## config.mk

```make
export PLATFORM = sky130hd
export DESIGN_NAME = ring_token_master
export DESIGN_NICKNAME = d
export VERILOG_FILES = /design/src/rtl/ring_pkg.sv /design/src/rtl/ring_watchdog.sv /design/src/rtl/ring_token_master.sv
export SDC_FILE = /design/constraint.sdc
export NUM_CORES = 1
export LEC_CHECK = 0
export CAP_MARGIN = 5
export CORE_ASPECT_RATIO = 1.25
export CORE_MARGIN = 1.5
export CORE_UTILIZATION = 47
export DETAILED_ROUTE_END_ITERATION = 10
export PLACE_DENSITY = 0.81
export SYNTH_ARGS = -nofsm -noshare
export SYNTH_HDL_FRONTEND = slang
export SYNTH_SLANG_ARGS = --single-unit
```

## constraint.sdc

```tcl
create_clock -name clock -period 2.85 [get_ports clock]
set_clock_uncertainty 0.1 [all_clocks]
set_input_delay 0.855 -clock clock [delete_from_list [all_inputs] [get_ports clock]]
set_output_delay 0.855 -clock clock [all_outputs]
set_load 0.01 [all_outputs]
```

## src/rtl/ring_pkg.sv

```systemverilog
// Shared slot-type codes and field widths for the slotted message ring.
package ring_pkg;

  localparam int unsigned RING_DATA_W = 32;
  localparam int unsigned SLOT_TYPE_W = 4;
  localparam int unsigned SRC_DEST_W  = 4;
  localparam int unsigned TRAIN_LEN_W = 8;

  localparam logic [SLOT_TYPE_W-1:0] SLOT_TOKEN   = 4'd1;
  localparam logic [SLOT_TYPE_W-1:0] SLOT_MESSAGE = 4'd2;
  localparam logic [SLOT_TYPE_W-1:0] SLOT_LOCK    = 4'd3;
  localparam logic [SLOT_TYPE_W-1:0] SLOT_NULL    = 4'd7;
  localparam logic [SLOT_TYPE_W-1:0] SLOT_BARRIER = 4'd13;

  typedef enum logic [1:0] {
    TM_FLUSH,
    TM_INJECT,
    TM_WAIT_TOK,
    TM_PASS
  } tmState_t;

  function automatic logic [TRAIN_LEN_W-1:0] maxLen(input logic [TRAIN_LEN_W-1:0] a,
                                                    input logic [TRAIN_LEN_W-1:0] b);
    return (a > b) ? a : b;
  endfunction

endpackage

```

## src/rtl/ring_watchdog.sv

```systemverilog
// Token-loss watchdog: counts enabled cycles, flags the last one before timeout.
module ring_watchdog #(
  parameter int unsigned TOKEN_TMO = 1024
) (
  input  logic clock,
  input  logic reset,
  input  logic clr,
  input  logic en,
  output logic expire
);

  localparam int unsigned CW = 16;

  logic [CW-1:0] tmoCnt;

  always_ff @(posedge clock) begin
    if (reset || clr) begin
      tmoCnt <= '0;
    end else if (en) begin
      tmoCnt <= tmoCnt + CW'(1);
    end
  end

  assign expire = (tmoCnt == CW'(TOKEN_TMO - 1));

endmodule

```

## src/rtl/ring_token_master.sv

```systemverilog
// Ring-origin controller: flushes the ring, issues the single Token,
// absorbs it with its train, reissues it, and recovers lost/duplicate Tokens.
module ring_token_master
  import ring_pkg::*;
#(
  parameter int unsigned RING_LEN  = 16,
  parameter int unsigned TOKEN_TMO = 1024
) (
  input  logic                   clock,
  input  logic                   reset,
  input  logic [SRC_DEST_W-1:0]  whichCore,
  input  logic [RING_DATA_W-1:0] RingIn,
  input  logic [SLOT_TYPE_W-1:0] SlotTypeIn,
  input  logic [SRC_DEST_W-1:0]  SrcDestIn,
  output logic [RING_DATA_W-1:0] tmRingOut,
  output logic [SLOT_TYPE_W-1:0] tmSlotTypeOut,
  output logic [SRC_DEST_W-1:0]  tmSrcDestOut,
  output logic                   tmDriveRing,
  output logic                   tokenLost,
  output logic                   dupToken,
  output logic [31:0]            rounds,
  output logic [TRAIN_LEN_W-1:0] maxTrain
);

  localparam int unsigned FCW = (RING_LEN > 1) ? $clog2(RING_LEN) : 1;

  tmState_t               state;
  logic [FCW-1:0]         flushCnt;
  logic [TRAIN_LEN_W-1:0] len;
  logic                   isToken;
  logic [TRAIN_LEN_W-1:0] trainLen;
  logic                   expire;
  logic                   wdClr;
  logic                   wdEn;

  assign isToken  = (SlotTypeIn == SLOT_TOKEN);
  assign trainLen = RingIn[TRAIN_LEN_W-1:0];

  // Counter only runs while waiting; any Token or the timeout itself restarts it.
  assign wdEn  = (state == TM_WAIT_TOK);
  assign wdClr = (state != TM_WAIT_TOK) || isToken || expire;

  ring_watchdog #(
    .TOKEN_TMO(TOKEN_TMO)
  ) uWatchdog (
    .clock  (clock),
    .reset  (reset),
    .clr    (wdClr),
    .en     (wdEn),
    .expire (expire)
  );

  always_comb begin
    tmDriveRing   = 1'b0;
    tmRingOut     = RingIn;
    tmSlotTypeOut = SlotTypeIn;
    tmSrcDestOut  = SrcDestIn;
    tokenLost     = 1'b0;
    dupToken      = 1'b0;
    case (state)
      TM_FLUSH: begin
        tmDriveRing   = 1'b1;
        tmSlotTypeOut = SLOT_NULL;
        tmRingOut     = '0;
      end
      TM_INJECT: begin
        tmDriveRing   = 1'b1;
        tmSlotTypeOut = SLOT_TOKEN;
        tmRingOut     = '0;
        tmSrcDestOut  = whichCore;
      end
      TM_WAIT_TOK: begin
        if (isToken) begin
          tmDriveRing   = 1'b1;
          tmSlotTypeOut = SLOT_NULL;
          tmRingOut     = '0;
        end else if (expire) begin
          tokenLost = !reset;
        end
      end
      TM_PASS: begin
        if (isToken) begin
          tmDriveRing   = 1'b1;
          tmSlotTypeOut = SLOT_NULL;
          tmRingOut     = '0;
          dupToken      = !reset;
        end
      end
      default: ;
    endcase
  end

  always_ff @(posedge clock) begin
    if (reset) begin
      state    <= TM_FLUSH;
      flushCnt <= '0;
      len      <= '0;
      rounds   <= '0;
      maxTrain <= '0;
    end else begin
      case (state)
        TM_FLUSH: begin
          if (flushCnt == FCW'(RING_LEN - 1)) begin
            state <= TM_INJECT;
          end else begin
            flushCnt <= flushCnt + FCW'(1);
          end
        end
        TM_INJECT: begin
          rounds <= rounds + 32'd1;
          state  <= TM_WAIT_TOK;
        end
        TM_WAIT_TOK: begin
          if (isToken) begin
            maxTrain <= maxLen(maxTrain, trainLen);
            if (trainLen == '0) begin
              state <= TM_INJECT;
            end else begin
              len   <= trainLen;
              state <= TM_PASS;
            end
          end else if (expire) begin
            flushCnt <= '0;
            state    <= TM_FLUSH;
          end
        end
        TM_PASS: begin
          if (len == TRAIN_LEN_W'(1)) begin
            state <= TM_INJECT;
          end else begin
            len <= len - TRAIN_LEN_W'(1);
          end
        end
        default: state <= TM_FLUSH;
      endcase
    end
  end

endmodule

```

After elaboration in Yosys (flattened, before gate mapping). Index checks and enable logic that the tools add are counted.

Input port bits: 46. Output and inout port bits: 83. Bits in registers: 70.

Bitwise operators: 1. Order comparisons: 1. Eq/ne operators: 17. Reductions and logical operators: 14. Add/subtract/negate cells: 4. Mux-type cells: 26.

Operators with widths (count): $pmux W32 S2 (1); $add A32 B1 Y32 const B (1); $mux W32 (1); $mux W8 (3); $mux W4 (5); $ne A2 B2 Y1 const B (9); $add A16 B1 Y16 const B (1); $eq A16 B10 Y1 const B (1); $pmux W8 S2 (1); $pmux W4 S3 (1); $mux W2 (5); $eq A8 B1 Y1 const B (1); $gt A8 B8 Y1 (1); $logic_not A8 Y1 (1); $pmux W2 S4 (1); $pmux W4 S2 (1); $reduce_and A4 Y1 (2); $sub A8 B1 Y8 const B (1); $mux W1 (6); $reduce_and A3 Y1 (2); $add A4 B1 Y4 const B (1); $eq A2 B2 Y1 const B (2); $eq A4 B1 Y1 const B (1); $eq A4 B4 Y1 const B (1); 9 further kinds (13).

Longest topological paths before layout.
Depth after elaboration: 4. Mapped depth: 8. Depth with buffers taken out: 7.

Modules after synthesis. Synthesis repeated with hierarchy kept, for this count alone.

Cell total of the unflattened synthesis: 481. Area, all modules: 3918.8 µm².

Modules (own cells, without submodules): ring_token_master (area an instance 3181.8 µm², cells each 399, instances 1); ring_watchdog (area an instance 737.0 µm², cells each 82, instances 1).

Worst setup path after synthesis. Ideal clock, no wire load.

Path type: input port to output port. From: in SlotTypeIn[0]. To: out tmRingOut[1]. Path slack: 160 ps. Stages: 4. Required time: 1895 ps. Arrival: 1735 ps. Path through: nor4b_4 -> nor2_1 -> clkinv_1 -> nor2_1.

Cells in the longest elaborated chain, start to end: 3.

RTL lines: start, declared (RTL line ring_token_master.sv:13) `input logic [SLOT_TYPE_W-1:0] SlotTypeIn,`; $eq A4 B1 Y1 (RTL line ring_token_master.sv:36) `assign isToken = (SlotTypeIn == SLOT_TOKEN);`; $mux W32 (RTL line ring_token_master.sv:73, ring_token_master.sv:82); $pmux W32 S2 (RTL line ring_token_master.sv:60) `case (state)`; end, declared (RTL line ring_token_master.sv:15) `output logic [RING_DATA_W-1:0] tmRingOut,`.

No other way between the ends.

Worst setup path after layout.
From: in SlotTypeIn[2]. To: out tmRingOut[28].

Same word-level chain as after synthesis.

==> results.cfg <==
[grt]
grt_pass1_wl_um = 17600
grt_use_met3_pct = 5.05
grt_use_met1_pct = 27.6
grt_pass1_vias = 3878
grt_use_total_pct = 23.7
grt_max_degree = 46
grt-ovfl-total = 0
grt_antenna_before_repair = 0
top_usage_layer = met2
grt_use_met2_pct = 42.9

[setup_path]
worstSetupStartpointType = input port
r2r_end = rounds[18]
critPathLaunch = SlotTypeIn[2]
cp-endpoint = tmRingOut[28]
crit_type = in2out
arrival_ns = 1.89
required_ns = 1.90
crit_path_end_kind = output port
crit_fanout = 6
rr_worst_depth = 7
timing.rr.start = state[1]
r2r_setup_slack_ns = 0.42

[layout]
final_nets = 704
syn2layout_area_growth_pct = 47.4
antennaDiodeCount = 0
mostFrequentLayoutCells = clkdlybuf4s50_1 (82), dfxtp_1 (69), nor2_1 (62)
drive_gt1_share_pct = 21.2
fillers = 616
final_common_cell = clkdlybuf4s50_1

[timing]
slew_viol_final = 0
rsz0062_at_grt = true
tightest_slew_ns = 0.515
tns_ns = 0
period_needed_ns = 2.85
final-setup-viol-count = 0
fmax_mhz = 351
fin_ws_ns = 0.00144
worst_hold_slack_ns = 0.387
hold_viol_final = 0
final.period_utilization_pct = 99.9
max_slew_margin_pct = 65.4

[place]
gp_congestion = 0.884
place_ws_ns = -0.802
dp_hpwl_um = 7970
io_buffer_count = 128

[detailed_routing]
vias_per_cell = 5.37
first_iter_violations = 219
wl_per_cell_um = 14.5
routed_wl_um = 10800
dr.pass1.iters = 9
antenna_left = 0
vias = 3988
drc = 3

[die]
dieArea_um2 = 9060
coreArea_um2 = 8240
io_pins = 129
die_x_um = 85.4
die_h_um = 106
floorplan.initialDensity_pct = 48.5
core.rowCount = 37

[power]
p_total_mw = 2.13
p_leak_nw = 2.24
ir_worst_vdd_v = 0.000228
powerDensity_nw_per_um2 = 362

[synth]
syn_inst = 483
synth_nets = 547
yosysSeqAreaShare_pct = 35.1
synthArstFlopShare_pct = 0
synthesis.area_um2 = 3990
synth_ff_type = dfxtp_1
ys_warn_count = 0
ys_ff_latch = 70
synth.avg_cell_area_um2 = 8.27
yosys.cell_types.count = 57
synth_edf_count = 0

[hold_path]
hold_class = reg2reg

[clock_network]
clkTransAtPathRegs_ns = 0.07
clock_sinks = 70
cts-buffers-inserted = 9
cts-root-buf = clkbuf_8
clockBufferDepth = 2
cts_tree = built
clkLatencyLatePin_ns = 0.36
htree_levels = 3
hold_buffers = 0

[outcome]
outcome = complete, but fails checks
violations = design-rule violations

[flow_run]
max_cap_violations = 0
power breakdown:
group | switching [mW] | total [mW] | internal [mW]
logic | 0.0978 | 0.227 | 0.129
clock network | 0.384 | 0.902 | 0.518
registers | 0.0117 | 1.00 | 0.988
total | 0.493 | 2.13 | 1.64
sequential cells by signal, indices dropped and copies added, names as in the netlist:
register,cells
uWatchdog.tmoCnt,16
state,2
rounds,32
flushCnt,4
maxTrain,8
len,8
synthesized netlist by cell type, drive strengths merged (14+ instances only):
master	instances	area [um^2]
nand2	49	184
and2	28	175
inv	22	82.6
a21oi	21	105
nor2	64	240
xnor2	26	228
o21ai	14	70.1
dfxtp	70	1400
xor2	15	131
ha	18	225
nor3	17	90.1
nand3	18	90.1
critical path, stage by stage:
cell and delay [ns]:
buf_8 0.10, nor4b_4 0.39, nor2_4 0.12, buf_6 0.15, and2_1 0.14, buf_2 0.13
kinds of logic after synthesis:
logic type                 synth area share, %
adders and majority gates                 5.64
xor gates and xnor gates                  8.99
DFF                                       35.1
AOI/OAI and AO/OA                         9.62
muxes                                     4.14
and+or+nand+nor                           32.2
buffers and inverters                     4.26
layer usage:
layer,vias up,part of all wire [%]
li1,1983,-
met2,93,54
met3,17,4.0
met4,0,1.7
met5,-,0
met1,1895,40
final cells by class:
class / count / area, um^2 / share of cell area, %
clock buffer: 11 / 141 / 2.40
clock inverter: 5 / 82.6 / 1.40
inverter: 23 / 91.3 / 1.55
multi-input combinational: 371 / 2500 / 42.4
sequential: 70 / 1400 / 23.8
tap: 97 / 121 / 2.06
timing repair buffer: 165 / 1550 / 26.3
how the worst min path moves through the flow:
stage,slack [ns],cells past startpoint,from,end
finish,0.39,2,maxTrain[0],maxTrain[0]
global route,0.39,2,maxTrain[0],maxTrain[0]
CTS,0.38,2,maxTrain[0],maxTrain[0]
detailed placement,0.37,2,maxTrain[0],maxTrain[0]
global placement,0.37,2,len[4],len[4]
floorplan,0.35,2,len[4],len[4]
timing repair:
action	4_1_cts	5_1_grt
pin swaps	4	20
buffers inserted	3	1
gates resized for setup	192	30
endpoints found under the setup margin	43	33
cloned	3	0
stage by stage:
stage	utilization, %	cell area [um^2]	cells
final	71.4	5880	742
after global routing	71.4	5880	742
after CTS	70.0	5760	741
after detailed placement	67.5	5560	721
after global placement	67.5	5560	721
after floorplan	-	3990	483
(Power assumes the default switching activity.)
